## config.mk

```make
export PLATFORM = sky130hd
export DESIGN_NAME = onehot_scan_encoder
export DESIGN_NICKNAME = d
export VERILOG_FILES = /design/src/rtl/onehot_enc_pkg.sv /design/src/rtl/onehot_scan_encoder_lsb_prio_enc.sv /design/src/rtl/onehot_scan_encoder.sv
export SDC_FILE = /design/constraint.sdc
export NUM_CORES = 1
export LEC_CHECK = 0
export CAP_MARGIN = 20
export CORE_ASPECT_RATIO = 1.5
export CORE_MARGIN = 5
export CORE_UTILIZATION = 38
export DETAILED_ROUTE_END_ITERATION = 10
export HOLD_SLACK_MARGIN = 0.12
export PLACE_DENSITY = 0.63
export SYNTH_ARGS = -nofsm -noshare
export SYNTH_HDL_FRONTEND = slang
export SYNTH_SLANG_ARGS = --single-unit
```

## constraint.sdc

```tcl
create_clock -name clk -period 5.4 [get_ports clk]
set_input_delay 0.54 -clock clk [delete_from_list [all_inputs] [get_ports clk]]
set_output_delay 0.54 -clock clk [all_outputs]
set_load 0.03 [all_outputs]
```

## src/rtl/onehot_enc_pkg.sv

```systemverilog
`default_nettype none
// ============================================================================
// onehot_enc_pkg : shared constants and FSM state type for the scan encoder
// Revision 1.0
// ============================================================================
package onehot_enc_pkg;

    localparam int WIDTH_DEF = 16;
    localparam int IDXW_DEF  = 4;

    typedef enum logic {
        IDLE = 1'b0,
        SCAN = 1'b1
    } scan_state_t;

endpackage
`default_nettype wire

```

## src/rtl/onehot_scan_encoder_lsb_prio_enc.sv

```systemverilog
`default_nettype none
// ============================================================================
// lsb_prio_enc : combinational lowest-set-bit priority encoder
// Revision 1.0
// ============================================================================
module lsb_prio_enc
    import onehot_enc_pkg::*;
#(
    parameter int WIDTH = WIDTH_DEF,
    parameter int IDXW  = $clog2(WIDTH)
) (
    input  logic [WIDTH-1:0] vec,
    output logic [IDXW-1:0]  idx,
    output logic             any,
    output logic             single
);

    // Descending scan so the lowest set bit is the last one to win.
    always_comb begin
        idx = '0;
        for (int i = WIDTH - 1; i >= 0; i--) begin
            if (vec[i]) begin
                idx = IDXW'(i);
            end
        end
    end

    assign any    = |vec;
    assign single = ((vec & (vec - WIDTH'(1))) == '0);

endmodule
`default_nettype wire

```

## src/rtl/onehot_scan_encoder.sv

```systemverilog
`default_nettype none
// ============================================================================
// onehot_scan_encoder : emits the index of every set bit of an accepted
// vector, one beat per index, lowest first (inverse of a one-hot decoder)
// Revision 1.0
// ============================================================================
module onehot_scan_encoder
    import onehot_enc_pkg::*;
#(
    parameter int WIDTH = WIDTH_DEF,
    parameter int IDXW  = $clog2(WIDTH)
) (
    input  logic             clk,
    input  logic             reset,
    input  logic             in_valid,
    output logic             in_ready,
    input  logic [WIDTH-1:0] in_vec,
    output logic             out_valid,
    input  logic             out_ready,
    output logic [IDXW-1:0]  out_idx,
    output logic             out_last,
    output logic             out_none
);

    scan_state_t      r_state;
    scan_state_t      w_state_next;
    logic [WIDTH-1:0] r_pending;
    logic             r_none;

    logic [IDXW-1:0]  w_idx;
    logic             w_any;
    logic             w_single;
    logic             w_accept;
    logic             w_beat;

    lsb_prio_enc #(
        .WIDTH (WIDTH),
        .IDXW  (IDXW)
    ) u_lsb_prio_enc (
        .vec    (r_pending),
        .idx    (w_idx),
        .any    (w_any),
        .single (w_single)
    );

    assign w_accept = (r_state == IDLE) && in_valid;
    assign w_beat   = (r_state == SCAN) && out_ready;

    always_ff @(posedge clk) begin
        if (reset) begin
            r_state <= IDLE;
        end else begin
            r_state <= w_state_next;
        end
    end

    always_comb begin
        w_state_next = r_state;
        case (r_state)
            IDLE:    if (in_valid)             w_state_next = SCAN;
            SCAN:    if (out_ready && w_single) w_state_next = IDLE;
            default: w_state_next = IDLE;
        endcase
    end

    always_ff @(posedge clk) begin
        if (reset) begin
            r_pending <= '0;
            r_none    <= 1'b0;
        end else if (w_accept) begin
            r_pending <= in_vec;
            r_none    <= (in_vec == '0);
        end else if (w_beat) begin
            if (w_single) begin
                r_pending <= '0;
                r_none    <= 1'b0;
            end else begin
                r_pending <= r_pending & ~(WIDTH'(1) << w_idx);
            end
        end
    end

    // Outputs gated by state so the idle values match reset regardless of pending.
    always_comb begin
        in_ready  = (r_state == IDLE);
        out_valid = (r_state == SCAN);
        out_idx   = '0;
        out_last  = 1'b0;
        out_none  = 1'b0;
        if (r_state == SCAN) begin
            out_idx  = w_any ? w_idx : '0;
            out_last = w_single;
            out_none = r_none;
        end
    end

endmodule
`default_nettype wire

```

-- Word-level counts from Yosys, hierarchy flattened
Cells that the tools add are included.
- reduce and logical (&&, ||, !) cells: 9
- bitwise gates (word level): 4
- add/subtract/negate cells: 1
- mux-type cells: 29
- shift operators: 1
- operators by type and width (cell ; count):
    $mux 4 ; 18
    $mux 16 ; 3
    $and 16x16->16 ; 2
    $logic_not 16->1 ; 2
    $not 16->16 ; 1
    $reduce_or 16->1 ; 1
    $shl 1x4->16 const A ; 1
    $sub 16x1->16 const B ; 1
    $mux 1 ; 7
    $reduce_bool 2->1 ; 2
    $logic_and 1x1->1 ; 3
    $pmux 1 s2 ; 1
    $reduce_and 2->1 ; 1
    $not 1->1 ; 1
- input port bits: 20
- output and inout port bits: 8
- flip-flop bits (word level): 18
- word-level logic and storage cells: 47

-- Logic depth before layout (Yosys ltp)
- word-level depth: 22
- depth in mapped cells: 7
- mapped depth without buffers: 5

-- Modules after synthesis
Synthesis repeated with hierarchy kept, for this count alone.
- cell total of the unflattened synthesis: 140
- area, all modules: 1184.9 um^2
- by module, submodules not included (module ; cells an instance ; seq. area each (um^2) ; area each (um^2) ; times used):
    onehot_scan_encoder ; 81 ; 360.3 ; 849.6 ; 1
    lsb_prio_enc ; 59 ; 0.0 ; 335.3 ; 1

-- Worst setup path after synthesis
OpenSTA, ideal clock, no wires.
- path kind: reg-to-output
- from: register r_pending[2]
- to: output out_last
- cell stages (with the launch flop): 7
- data arrival time: 2328 ps
- path buffers: 2
- data required time: 4860 ps
- setup slack: 2532 ps
- path through: dfxtp_1 buf_6 or4_4 buf_6 o41ai_1 o22ai_1 nor4_1
- longest elaborated chain between the ends: 4
- ends and longest elaborated chain (what ; line ; text):
    start, declared ; onehot_scan_encoder.sv:27 ; logic [WIDTH-1:0] r_pending;
    start signal, assigned ; onehot_scan_encoder.sv:71 ; r_pending <= in_vec;
    start signal, assigned ; onehot_scan_encoder.sv:78 ; r_pending <= r_pending & ~(WIDTH'(1) << w_idx);
    $sub 16x1->16 ; onehot_scan_encoder_lsb_prio_enc.sv:29 ; assign single = ((vec & (vec - WIDTH'(1))) == '0);
    $and 16x16->16 * ; onehot_scan_encoder_lsb_prio_enc.sv:29 ;
    $logic_not 16->1 * ; onehot_scan_encoder_lsb_prio_enc.sv:29 ;
    $mux 1 * ; onehot_scan_encoder.sv:90 ; if (r_state == SCAN) begin
    end, declared ; onehot_scan_encoder.sv:21 ; output logic out_last,
Every way passes the cells marked *; elsewhere a longest branch is shown, timed or not.

-- Worst setup path in the final report
- from: register r_pending[1]
- to: output out_idx[3]
- longest elaborated chain between the ends: 4
- elaborated cells between the ends (all ways): 5
- classes of those cells: mux: 4; reduce/logical: 1
- ends and longest elaborated chain (what ; line ; text):
    $mux 4 (2 in series) ; onehot_scan_encoder_lsb_prio_enc.sv:22 ; if (vec[i]) begin
    $mux 4 * ; onehot_scan_encoder.sv:91 ; out_idx = w_any ? w_idx : '0;
    $mux 4 * ; onehot_scan_encoder.sv:90 ;
    end, declared ; onehot_scan_encoder.sv:20 ; output logic [IDXW-1:0] out_idx,
Marked as above.

==> results.ini <==
[grt]
grt_max_degree=22
grt_use_total_pct=18.8
grt_pass1_vias=1537
antenna_found_initial=0
grt_first_pass_wirelength_um=7470
grt_overflow_total=0

[floorplan]
fp.dieW_um=60.1
core.rowCount=27
dieHeight_um=85.2
core_um2=3650
die-area_um2=5120
io_pins=28
start_util_pct=39.3

[clock_network]
cts_num_sinks=18
clk_pin_slew_ns=0.08
cts_tree=done
cts-buffers-inserted=3
cts_setup_buffers=0
clk_latency_ns=0.26
clk_path_buf_depth=2
ctsHtreeMaxLevel=1
post_cts_resized=0
postCtsHoldBufs=0
clockRootBuffer=clkbuf_8

[pwr]
power_uw=473
p_leak_uw=0.000560
p_per_area_nw_per_um2=281
ir_drop_mv=0.123

[routing]
wl_met2_um=2390
via_count=1556
wirelength_um=4640
drc=0
viasPerCell=6.71
dr_wl_met3_um=262
drtAntennaViolNets=0
drt_pass1_iterations=5
avgRoutedWirePerCell_um=20.0
wl_met1_um=1720
drt-initial-drc-count=69
top_layer=met4

[worst_setup_path]
slowest_stage=nor4_1
cp-end-kind=primary output
critical_path_buf_inv_count=1
cp.arrival_ns=2.83
crit_required_ns=4.86
cp_cell_sequence=nor4_1 > nand2_1 > a211oi_1 > clkdlybuf4s50_1
worstSetupPathType=reg -> out
start_kind=flop
crit_family=simple AND/OR/NAND/NOR gates
crit_path_max_fanout=12
critPathMaxStageDelay_ns=0.77

[timing]
fin_crit_ns=3.37
tightest_slew_ns=0.858
max_freq_mhz=297
finalMaxSlewViolations=0
fin_setup_tns_ns=0
finClkSkew_ns=0.00341
fin_crit_sh_pct=62.3
rsz0062_at_grt=false
setup_viol=0
maxSlewHeadroom_pct=42.6
finalHoldViolations=0
setup_slack_ns=2.03

[cells_and_area]
antenna_cells=0
drive_gt1_share_pct=9.52
fin_area_um2=1680
area_delta_synth_final_pct=17.4
stdcell_count=232
fin_nets=210

[job]
cap_violations=0

[placement]
pre_cts_ws_ns=2.43
dp.cells=228
dp_hpwl_um=3450
placed_cell_area_um2=1630
place_congestion=0.867
io_buffer_count=27

[run_status]
status=completed

[yosys]
synth.avg_cell_area_um2=8.23
syn_area_um2=1430
synth_flop_cell=dfxtp_1
synth_fp_nets=194
ys_seq_elements=18
synth_cells=174
ys_seq_area_share_pct=25.2
ys_types=48
synth_edf_count=0
async_flop_share_pct=0
yosys_warnings=0

[min_path]
min_path_type=reg -> reg

cell type report:
class                      count  area, um2
fill                         373       1970
multi-input combinational    132        905
sequential                    18        360
timing repair buffer          29        285
clock buffer                   4       55.1
tap                           43       53.8
inverter                       6       22.5
Yosys cell counts, types with 2 or more instances:
| cell | count | area [um2] |
|---|---|---|
| nor4_2 | 2 | 25.0 |
| o22ai_1 | 5 | 31.3 |
| inv_1 | 6 | 22.5 |
| a32o_1 | 5 | 50.1 |
| and4_1 | 2 | 17.5 |
| o31ai_1 | 2 | 15.0 |
| clkbuf_1 | 7 | 26.3 |
| nor4_1 | 10 | 62.6 |
| a22o_1 | 4 | 35.0 |
| or4_4 | 2 | 22.5 |
| buf_6 | 6 | 67.6 |
| nor2_1 | 15 | 56.3 |
| a211oi_1 | 4 | 30.0 |
| a21oi_1 | 6 | 30.0 |
| a22oi_1 | 10 | 75.1 |
| a2111o_1 | 2 | 22.5 |
| nand2b_1 | 2 | 12.5 |
| or3_1 | 2 | 12.5 |
| nand4_1 | 2 | 12.5 |
| dfxtp_1 | 18 | 360 |
| nor2b_1 | 2 | 12.5 |
| buf_2 | 2 | 10.0 |
| o21ai_0 | 7 | 35.0 |
| or3b_1 | 2 | 17.5 |
| o41ai_1 | 3 | 26.3 |
| nand2_1 | 7 | 26.3 |
| o311ai_0 | 4 | 35.0 |
| clkbuf_8 | 3 | 41.3 |
| nand3_1 | 8 | 40.0 |
| nor3_1 | 6 | 30.0 |
flip-flops by register name, summed over array words and instances (netlist names):
| register | flops |
|---|---|
| out_valid | 1 |
| r_none | 1 |
| r_pending | 16 |
placed cells by master, fill, tap and decap left out, types with 2 or more instances in the layout:
cell             count
a2111o_1             2
clkdlybuf4s50_1     27
nor2b_1              2
inv_1                6
or4_4                2
nand4_1              2
nor3_1               6
or3b_1               2
nor2_1              15
a22o_1               4
o41ai_1              3
nor4_1              10
or3_1                2
nand3_1              8
o22ai_1              5
clkbuf_8             4
o311ai_0             4
dfxtp_1             18
o21ai_0              7
nand2b_1             2
and4_1               2
buf_4                2
a21oi_1              6
a22oi_1             10
a32o_1               5
o31ai_1              2
nand2_1              7
nor4_2               2
a211oi_1             4
kinds of logic (layout without fill, tap and decap cells):
| logic type | Yosys count | in the layout | synth area share (%) |
|---|---|---|---|
| flops | 18 | 18 | 25.2 |
| compound gates | 61 | 61 | 33.4 |
| buf+inv | 24 | 39 | 11.7 |
| simple gates | 70 | 70 | 29.1 |
| fa+ha+maj | 1 | 1 | 0.699 |
worst min-delay path: cells and delay by family (launching register included):
family | cells | cell delay, ns
DFF | 1 | 0.31
AOI/OAI and AO/OA | 1 | 0.08
and+or+nand+nor | 1 | 0.05
metrics by stage:
step | utilization, % | hold WS (ns)
6_report | 46.1 | 0.488
5_1_grt | 46.1 | 0.517
4_1_cts | 46.1 | 0.490
3_5_place_dp | 44.6 | 0.477
3_3_place_gp | 44.6 | 0.464
2_1_floorplan | - | 0.450
power breakdown:
group          internal (uW)  switching (uW)
combinational           80.9             107
sequential               142            23.7
clock                   65.0            54.0
routing by layer:
metal  GRT usage (%)  up-vias
li1                -      721
met1            21.4      738
met2            32.5       74
met3            2.28       23
met4            10.5        0
met5               0        -
final timing paths:
kind	end	slack [ns]	depth (start not counted)	from
setup / recovery	out_idx[3]	2.03	4	r_pending[1]
hold / removal	r_none	0.49	2	r_none
setup reg to reg	r_pending[11]	3.13	4	r_pending[1]
hold reg to reg	r_none	0.49	2	r_none
Note: power is estimated with default switching activity, not from simulation.
